File: src/rtl/maze_pkg.sv
// Shared types, geometry and the neighbour-step helper for the DFS maze controller.
package maze_pkg;

    localparam int MAZE_DIM = 16;
    localparam int LOC_W    = 8;
    localparam int COORD_W  = 4;
    localparam int DEPTH_W  = 9;

    typedef logic [COORD_W-1:0] coord_t;
    typedef logic [1:0]         dir_t;

    localparam dir_t DIR_R = 2'd0;  // y+1
    localparam dir_t DIR_D = 2'd1;  // x+1
    localparam dir_t DIR_L = 2'd2;  // y-1
    localparam dir_t DIR_U = 2'd3;  // x-1

    typedef enum logic [2:0] {
        S_IDLE,
        S_MARK,
        S_PROBE,
        S_RD,
        S_EV,
        S_BACK,
        S_DONE,
        S_FAIL
    } state_t;

    typedef struct packed {
        coord_t x;
        coord_t y;
        logic   valid;
    } step_t;

    // One extra bit catches both 15+1 and 0-1, so no wrap-around is possible.
    function automatic step_t maze_step(input coord_t x, input coord_t y, input dir_t d);
        logic [COORD_W:0] nx;
        logic [COORD_W:0] ny;
        step_t            s;
        nx = {1'b0, x};
        ny = {1'b0, y};
        case (d)
            DIR_R:   ny = ny + (COORD_W+1)'(1);
            DIR_D:   nx = nx + (COORD_W+1)'(1);
            DIR_L:   ny = ny - (COORD_W+1)'(1);
            default: nx = nx - (COORD_W+1)'(1);
        endcase
        s.x     = nx[COORD_W-1:0];
        s.y     = ny[COORD_W-1:0];
        s.valid = !nx[COORD_W] && !ny[COORD_W];
        return s;
    endfunction

endpackage

File: src/rtl/maze_solver_ctrl_if.sv
// Maze bit-memory bus: the controller is the master, the memory the slave.
interface maze_solver_ctrl_if;
    import maze_pkg::*;

    logic [LOC_W-1:0] mem_loc;
    logic             mem_rd;
    logic             mem_wr;
    logic             mem_din;
    logic             mem_dout;

    modport master (
        output mem_loc, mem_rd, mem_wr, mem_din,
        input  mem_dout
    );

    modport slave (
        input  mem_loc, mem_rd, mem_wr, mem_din,
        output mem_dout
    );

endinterface

File: src/rtl/maze_solver_ctrl_dir_stack.sv
// Path stack of 2-bit directions: synchronous push/pop, combinational top and indexed read.
module dir_stack
    import maze_pkg::*;
(
    input  logic               clk,
    input  logic               rst,
    input  logic               clear,
    input  logic               push,
    input  logic               pop,
    input  dir_t               push_dir,
    output logic [DEPTH_W-1:0] depth,
    output dir_t               top_dir,
    input  logic [LOC_W-1:0]   rd_idx,
    output dir_t               rd_dir
);

    dir_t               stack_mem [1 << LOC_W];
    logic [DEPTH_W-1:0] depth_q;
    logic [DEPTH_W-1:0] depth_d;

    always_comb begin
        // NOTE: default first so every path assigns depth_d; otherwise a latch is inferred.
        depth_d = depth_q;
        if (clear) begin
            depth_d = '0;
        end else if (push) begin
            depth_d = depth_q + DEPTH_W'(1);
        end else if (pop) begin
            depth_d = depth_q - DEPTH_W'(1);
        end
    end

    always_ff @(posedge clk) begin
        // NOTE: non-blocking for all state so every flop samples pre-edge values.
        if (rst) begin
            depth_q <= '0;
        end else begin
            depth_q <= depth_d;
        end
    end

    // NOTE: storage is deliberately not reset; depth alone defines which entries are live.
    always_ff @(posedge clk) begin
        if (push) begin
            stack_mem[depth_q[LOC_W-1:0]] <= push_dir;
        end
    end

    assign depth   = depth_q;
    assign top_dir = stack_mem[depth_q[LOC_W-1:0] - LOC_W'(1)];
    assign rd_dir  = stack_mem[rd_idx];

endmodule

File: src/rtl/maze_solver_ctrl.sv
// Depth-first maze solver: marks visited cells, probes neighbours in R/D/L/U order, backtracks via the path stack.
module maze_solver_ctrl
    import maze_pkg::*;
#(
    parameter int START_X = 0,
    parameter int START_Y = 0,
    parameter int GOAL_X  = 15,
    parameter int GOAL_Y  = 15
)
(
    input  logic                clk,
    input  logic                rst,
    input  logic                start,
    maze_solver_ctrl_if.master  mem,
    output logic                busy,
    output logic                done,
    output logic                fail,
    output logic [DEPTH_W-1:0]  path_len,
    input  logic [LOC_W-1:0]    rd_idx,
    output dir_t                rd_dir
);

    localparam coord_t           START_XC  = coord_t'(START_X);
    localparam coord_t           START_YC  = coord_t'(START_Y);
    localparam coord_t           GOAL_XC   = coord_t'(GOAL_X);
    localparam coord_t           GOAL_YC   = coord_t'(GOAL_Y);
    localparam logic [LOC_W-1:0] START_LOC = {START_XC, START_YC};
    localparam logic [LOC_W-1:0] GOAL_LOC  = {GOAL_XC, GOAL_YC};

    state_t             state_q, state_d;
    coord_t             cur_x_q, cur_x_d;
    coord_t             cur_y_q, cur_y_d;
    logic [2:0]         dir_q, dir_d;
    logic [LOC_W-1:0]   loc_q, loc_d;
    logic               chk_q, chk_d;
    logic               done_q, done_d;
    logic               fail_q, fail_d;
    logic [DEPTH_W-1:0] path_len_q, path_len_d;

    logic               stk_clear;
    logic               stk_push;
    logic               stk_pop;
    logic [DEPTH_W-1:0] depth;
    dir_t               top_dir;
    step_t              nbr;
    step_t              back;

    dir_stack u_stack (
        .clk      (clk),
        .rst      (rst),
        .clear    (stk_clear),
        .push     (stk_push),
        .pop      (stk_pop),
        .push_dir (dir_q[1:0]),
        .depth    (depth),
        .top_dir  (top_dir),
        .rd_idx   (rd_idx),
        .rd_dir   (rd_dir)
    );

    always_comb begin
        state_d    = state_q;
        cur_x_d    = cur_x_q;
        cur_y_d    = cur_y_q;
        dir_d      = dir_q;
        loc_d      = loc_q;
        chk_d      = chk_q;
        done_d     = done_q;
        fail_d     = fail_q;
        path_len_d = path_len_q;
        stk_clear  = 1'b0;
        stk_push   = 1'b0;
        stk_pop    = 1'b0;
        nbr        = maze_step(cur_x_q, cur_y_q, dir_q[1:0]);
        // Undo the popped move by stepping in the opposite direction.
        back       = maze_step(cur_x_q, cur_y_q, top_dir ^ 2'b10);

        case (state_q)
            S_IDLE: begin
                if (start) begin
                    done_d     = 1'b0;
                    fail_d     = 1'b0;
                    path_len_d = '0;
                    stk_clear  = 1'b1;
                    cur_x_d    = START_XC;
                    cur_y_d    = START_YC;
                    dir_d      = '0;
                    loc_d      = START_LOC;
                    chk_d      = 1'b1;
                    state_d    = S_RD;
                end
            end
            S_MARK: begin
                state_d = S_PROBE;
            end
            S_PROBE: begin
                if (dir_q[2]) begin
                    state_d = S_BACK;
                end else if (!nbr.valid) begin
                    dir_d = dir_q + 3'd1;
                end else begin
                    loc_d   = {nbr.x, nbr.y};
                    state_d = S_RD;
                end
            end
            S_RD: begin
                state_d = S_EV;
            end
            S_EV: begin
                if (chk_q) begin
                    chk_d = 1'b0;
                    if (mem.mem_dout) begin
                        state_d = S_FAIL;
                    end else if (START_LOC == GOAL_LOC) begin
                        state_d = S_DONE;
                    end else begin
                        state_d = S_MARK;
                    end
                end else if (mem.mem_dout) begin
                    dir_d   = dir_q + 3'd1;
                    state_d = S_PROBE;
                end else begin
                    // loc_q already holds the neighbour, so MARK writes the new cur.
                    stk_push = 1'b1;
                    cur_x_d  = loc_q[LOC_W-1:COORD_W];
                    cur_y_d  = loc_q[COORD_W-1:0];
                    dir_d    = '0;
                    state_d  = (loc_q == GOAL_LOC) ? S_DONE : S_MARK;
                end
            end
            S_BACK: begin
                if (depth == '0) begin
                    state_d = S_FAIL;
                end else begin
                    stk_pop = 1'b1;
                    cur_x_d = back.x;
                    cur_y_d = back.y;
                    dir_d   = {1'b0, top_dir} + 3'd1;
                    state_d = S_PROBE;
                end
            end
            S_DONE: begin
                done_d     = 1'b1;
                path_len_d = depth;
                state_d    = S_IDLE;
            end
            S_FAIL: begin
                fail_d     = 1'b1;
                path_len_d = '0;
                state_d    = S_IDLE;
            end
            default: begin
                state_d = S_IDLE;
            end
        endcase
    end

    always_ff @(posedge clk) begin
        if (rst) begin
            state_q    <= S_IDLE;
            cur_x_q    <= START_XC;
            cur_y_q    <= START_YC;
            dir_q      <= '0;
            loc_q      <= '0;
            chk_q      <= 1'b0;
            done_q     <= 1'b0;
            fail_q     <= 1'b0;
            path_len_q <= '0;
        end else begin
            state_q    <= state_d;
            cur_x_q    <= cur_x_d;
            cur_y_q    <= cur_y_d;
            dir_q      <= dir_d;
            loc_q      <= loc_d;
            chk_q      <= chk_d;
            done_q     <= done_d;
            fail_q     <= fail_d;
            path_len_q <= path_len_d;
        end
    end

    assign mem.mem_loc = loc_q;
    assign mem.mem_rd  = (state_q == S_RD);
    assign mem.mem_wr  = (state_q == S_MARK);
    assign mem.mem_din = (state_q == S_MARK);
    assign busy        = (state_q != S_IDLE);
    assign done        = done_q;
    assign fail        = fail_q;
    assign path_len    = path_len_q;

endmodule
File: src/flat_wrapper.sv
// flat-port wrapper written by rule: the top's interface ports become plain ports
module maze_solver_ctrl_flat import maze_pkg::*;
#(
    parameter int START_X = 0,
    parameter int START_Y = 0,
    parameter int GOAL_X  = 15,
    parameter int GOAL_Y  = 15
)
  (clk, rst, start, busy, done, fail, path_len, rd_idx, rd_dir, mem_mem_loc, mem_mem_rd, mem_mem_wr, mem_mem_din, mem_mem_dout);
  maze_solver_ctrl_if mem_i ();
  input  logic clk;
  input  logic rst;
  input  logic start;
  output logic busy;
  output logic done;
  output logic fail;
  output logic [DEPTH_W-1:0] path_len;
  input  logic [LOC_W-1:0] rd_idx;
  output dir_t rd_dir;
  output wire logic [$bits(mem_i.mem_loc)-1:0] mem_mem_loc;
  output wire logic [$bits(mem_i.mem_rd)-1:0] mem_mem_rd;
  output wire logic [$bits(mem_i.mem_wr)-1:0] mem_mem_wr;
  output wire logic [$bits(mem_i.mem_din)-1:0] mem_mem_din;
  input wire logic [$bits(mem_i.mem_dout)-1:0] mem_mem_dout;
  assign mem_mem_loc = mem_i.mem_loc;
  assign mem_mem_rd = mem_i.mem_rd;
  assign mem_mem_wr = mem_i.mem_wr;
  assign mem_mem_din = mem_i.mem_din;
  assign mem_i.mem_dout = mem_mem_dout;
  maze_solver_ctrl #(.START_X(START_X), .START_Y(START_Y), .GOAL_X(GOAL_X), .GOAL_Y(GOAL_Y)) u_core (.clk(clk), .rst(rst), .start(start), .mem(mem_i), .busy(busy), .done(done), .fail(fail), .path_len(path_len), .rd_idx(rd_idx), .rd_dir(rd_dir));
endmodule
File: config.mk
export PLATFORM = sky130hd
export DESIGN_NAME = maze_solver_ctrl_flat
export DESIGN_NICKNAME = d
export VERILOG_FILES = /design/src/rtl/maze_pkg.sv /design/src/rtl/maze_solver_ctrl_if.sv /design/src/rtl/maze_solver_ctrl_dir_stack.sv /design/src/rtl/maze_solver_ctrl.sv /design/src/flat_wrapper.sv
export SDC_FILE = /design/constraint.sdc
export NUM_CORES = 1
export LEC_CHECK = 0
export CELL_PAD_IN_SITES_DETAIL_PLACEMENT = 0
export CELL_PAD_IN_SITES_GLOBAL_PLACEMENT = 1
export CORE_MARGIN = 2
export CORE_UTILIZATION = 55
export CTS_BUF_LIST = sky130_fd_sc_hd__clkbuf_16
export DETAILED_ROUTE_END_ITERATION = 16
export PLACE_DENSITY_LB_ADDON = 0.12
export SYNTH_ARGS = -nofsm -noshare
export SYNTH_HDL_FRONTEND = slang
export SYNTH_SLANG_ARGS = --single-unit
File: constraint.sdc
create_clock -name clk -period 6.58 [get_ports clk]
set_clock_uncertainty 0.2 [all_clocks]
set_input_delay 0.987 -clock clk [delete_from_list [all_inputs] [get_ports clk]]
set_output_delay 0.987 -clock clk [all_outputs]
set_load 0.005 [all_outputs]
==> results by group <==
CTS
  • Deepest clock path buffer count: 3
  • CTS Buf Count: 57
  • Clk_lat worst skew: 0.63 ns
  • CTS tree: done
  • # hold bufs at CTS: 0
  • CTS sink cnt: 555
  • Clk slew on worst S/H paths: 0.06 ns
  • Post-CTS Setup Inserts: 0
  • Post_cts resized: 0
  • Root buffer cell: clkbuf_16
  • Htree depth: 2

Power
  • Pwr dens: 259.0 nW/um^2
  • Reg power frac: 49.7%
  • Worst VDD drop: 0.2357 mV
  • Leak: 0.009554 uW
  • Switching Share: 23.14%
  • Internal power: 6146 uW
  • Sw power: 1850 uW
  • Clock network power share: 41.3%
  • Design Power: 7996 uW
  • Logic pwr share: 9.1%

STA
  • Pins Over Slew Limit: 0
  • RSZ-0062 raised after global routing: no
  • Period utilization: 89.91%
  • Worst slew pin tran: 1.185 ns
  • TNS Setup: 0 ns
  • Peak Freq: 169.0 MHz
  • Final hold vios: 0
  • Slew margin rel.: 20.97%
  • # setup viols final: 0
  • Tmin final: 5.916 ns

Placement
  • Input/output buffers: 36
  • Gpl congestion: 0.8373
  • Post-DP HPWL: 47560 um
  • Placed cell count: 2337

GRT
  • Vias in the first global route: 16940
  • GRT Util Overall: 28.77%
  • Met2 GRT Util: 47.06%
  • First-pass GRT wire length: 111200 um
  • Largest net degree at the start of global routing: 122
  • Remaining global-route overflow: 0
  • Met1 Usage GRT: 39.07%
  • M3 GR Usage: 7.358%
  • Initial antenna violation count: 2
  • GRT Max-Usage Layer: met2

Worst setup path
  • Worst r2r src: u_core.u_stack.depth[0]
  • Worst Setup EP: u_core.cur_y_q[2]
  • CP delay by family, top: multiplexers
  • Stages on worst setup path: 15
  • Crit path arrival time: 6.20 ns
  • Critical path required time: 6.86 ns
  • CP Max Fanout: 31
  • Reg2Reg Depth: 15
  • Crit path launch type: register
  • R2R Setup Slk: 0.66 ns
  • Cell repeated most along the worst path: mux4_2
  • WP buf/inv: 3
  • CP max stage cell: o31ai_1
  • Critical path origin: u_core.u_stack.depth[0]
  • Crit Reg-Reg Endpoint: u_core.cur_y_q[2]
  • CP cell instances: clkinv_1, buf_4, ha_4, buf_12, mux4_2, mux4_2, mux4_2, mux2i_1, a21oi_1, ha_1, o31ai_1, or3_1, a21boi_0, o21ai_0, a21oi_1
  • Critical setup path kind: reg -> reg
  • Crit-path max cell delay: 0.82 ns
  • CP endpoint kind: register

Synth
  • Number of synthesized flops with an enable pin: 512
  • Dominant cell by count in the synthesized netlist: edfxtp_1
  • Synth top cells by count: edfxtp_1, mux4_2, nor2_1
  • Synth top area cells: edfxtp_1, mux4_2, nor2_1
  • Avg Cell Area, Syn: 16.19 sq um
  • Post-Syn Area: 27870 sq um
  • Synth Net Count: 1757
  • Share of the synthesized area in the top cell type: 55.17%
  • Top FF cell, synth: edfxtp_1
  • Sequential cell area fraction in the yosys report: 58.26%
  • Fraction of registers with async set/reset: 0%
  • Yosys top cell by area: edfxtp_1
  • Distinct cells, synth: 65
  • Synthesized flop and latch total: 555
  • Syn. warnings: 0
  • Syn Inst Count: 1721

Route
  • DR vias/cell: 6.829
  • Routed vias: 16670
  • WL final: 73930 um
  • First-pass DRT Iterations: 6
  • Initial DRC count: 1808
  • DRT antenna net count: 0
  • DRC: 0
  • Drt wl/cell: 30.29 um

Layout
  • Area taken by multi-input logic gates: 10960 sq um
  • Antenna fix cells: 0
  • Area added between synthesis and finish: 10.78%
  • Seq. cell area: 16250 sq um
  • Layout net count: 1760
  • Layout cell share with drive strength beyond 1: 26.68%
  • # fillers: 3779
  • Final non-filler cell total: 2441

Floorplan
  • Placement Rows: 82
  • IO Pins: 37
  • Die area: 52480 sq um
  • Die H: 229.1 um
  • Chip width: 229.1 um
  • Initial core utilization: 55.66%
  • Core area: 50070 sq um

Worst hold path
  • HP Class: reg -> reg

Outcome
  • Status: finished, final reports clean

Job
  • Maxcap violations: 0
## worst min-delay path by stage
stage / start / endpoint / slack, ns / depth (start not counted)
after floorplan: u_core.done / u_core.done / 0.26 / 2
after global placement: u_core.done / u_core.done / 0.25 / 2
after detailed placement: u_core.done / u_core.done / 0.25 / 2
after CTS: u_core.done / u_core.done / 0.26 / 2
after global routing: u_core.done / u_core.done / 0.29 / 2
final: u_core.done / u_core.done / 0.26 / 2
## per-layer routing
metal	vias up	wire length (um)
met5	-	26
met1	8725	28020
met2	866	36580
li1	6946	-
met3	129	7353
met4	4	1955
## sequential cells by signal (all words and copies together) (netlist names)
register	cells
u_core.u_stack.stack_mem	512
u_core.path_len	9
u_core.u_stack.depth	9
u_core.mem.mem_loc	8
u_core.cur_x_q	4
u_core.cur_y_q	4
u_core.dir_q	3
u_core.state_q	3
u_core.chk_q	1
u_core.done	1
u_core.fail	1
## kinds of logic (layout without fill, tap and decap cells)
| logic type | after synthesis | after routing | share of synthesized area, % |
|---|---|---|---|
| AND/OR/NAND/NOR | 478 | 478 | 7.216 |
| multiplexers | 351 | 351 | 26.95 |
| buffers and inverters | 162 | 210 | 2.555 |
| adder cells (fa/ha/maj) | 24 | 24 | 1.105 |
| XOR/XNOR | 20 | 20 | 0.6556 |
| AO/OA/AOI/OAI | 131 | 131 | 3.255 |
| flip-flops | 555 | 555 | 58.26 |
## metrics by stage
stage	hold WS, ns	worst slack (ns)	cell area, sq um	util [%]
2_1_floorplan	0.2557	0.6644	27870	-
3_3_place_gp	0.2488	0.7840	28960	57.84
3_5_place_dp	0.2514	0.7862	28960	57.84
4_1_cts	0.2614	0.7578	30870	61.65
5_1_grt	0.2871	0.4635	30870	61.65
6_report	0.2577	0.6642	30870	61.65
## worst register-to-register path, delay by kind of cell (launching register included)
family | cells | cell delay [ns]
AO/OA/AOI/OAI | 5 | 1.47
adder cells (fa/ha/maj) | 2 | 0.82
buffers and inverters | 3 | 0.63
flip-flops | 1 | 0.61
AND/OR/NAND/NOR | 1 | 0.20
multiplexers | 4 | 1.88
## layout make-up
| cell class | count | share of cell area (%) |
|---|---|---|
| Sequential cell | 555 | 52.63 |
| Multi-Input combinational cell | 1004 | 35.51 |
| Clock buffer | 58 | 4.702 |
| Tap cell | 672 | 2.724 |
| Timing Repair Buffer | 81 | 2.643 |
| Clock inverter | 46 | 1.484 |
| Inverter | 25 | 0.3040 |
## cells in the final DEF, fill, tap and decap left out, types with 11 or more instances in the layout
cell type / count
mux2i_1: 28
nor2_1: 303
nand2_1: 76
mux4_2: 319
xnor2_1: 15
buf_4: 35
a21oi_1: 36
clkbuf_16: 58
nor3_1: 15
ha_1: 22
inv_1: 33
nand3_1: 36
a22oi_1: 12
edfxtp_1: 512
o21ai_0: 11
dfxtp_1: 40
clkdlybuf4s50_1: 32
clkinv_1: 11
## power groups by stage
stage                     combinational, uW  clock [uW]  sequential (uW)
after floorplan                         439           0             4100
after global placement                  722           0             4040
after detailed placement                729           0             4050
after CTS                               730        3340             3970
after global routing                    779        3470             3970
final                                   727        3300             3970
(Power assumes the default switching activity.)
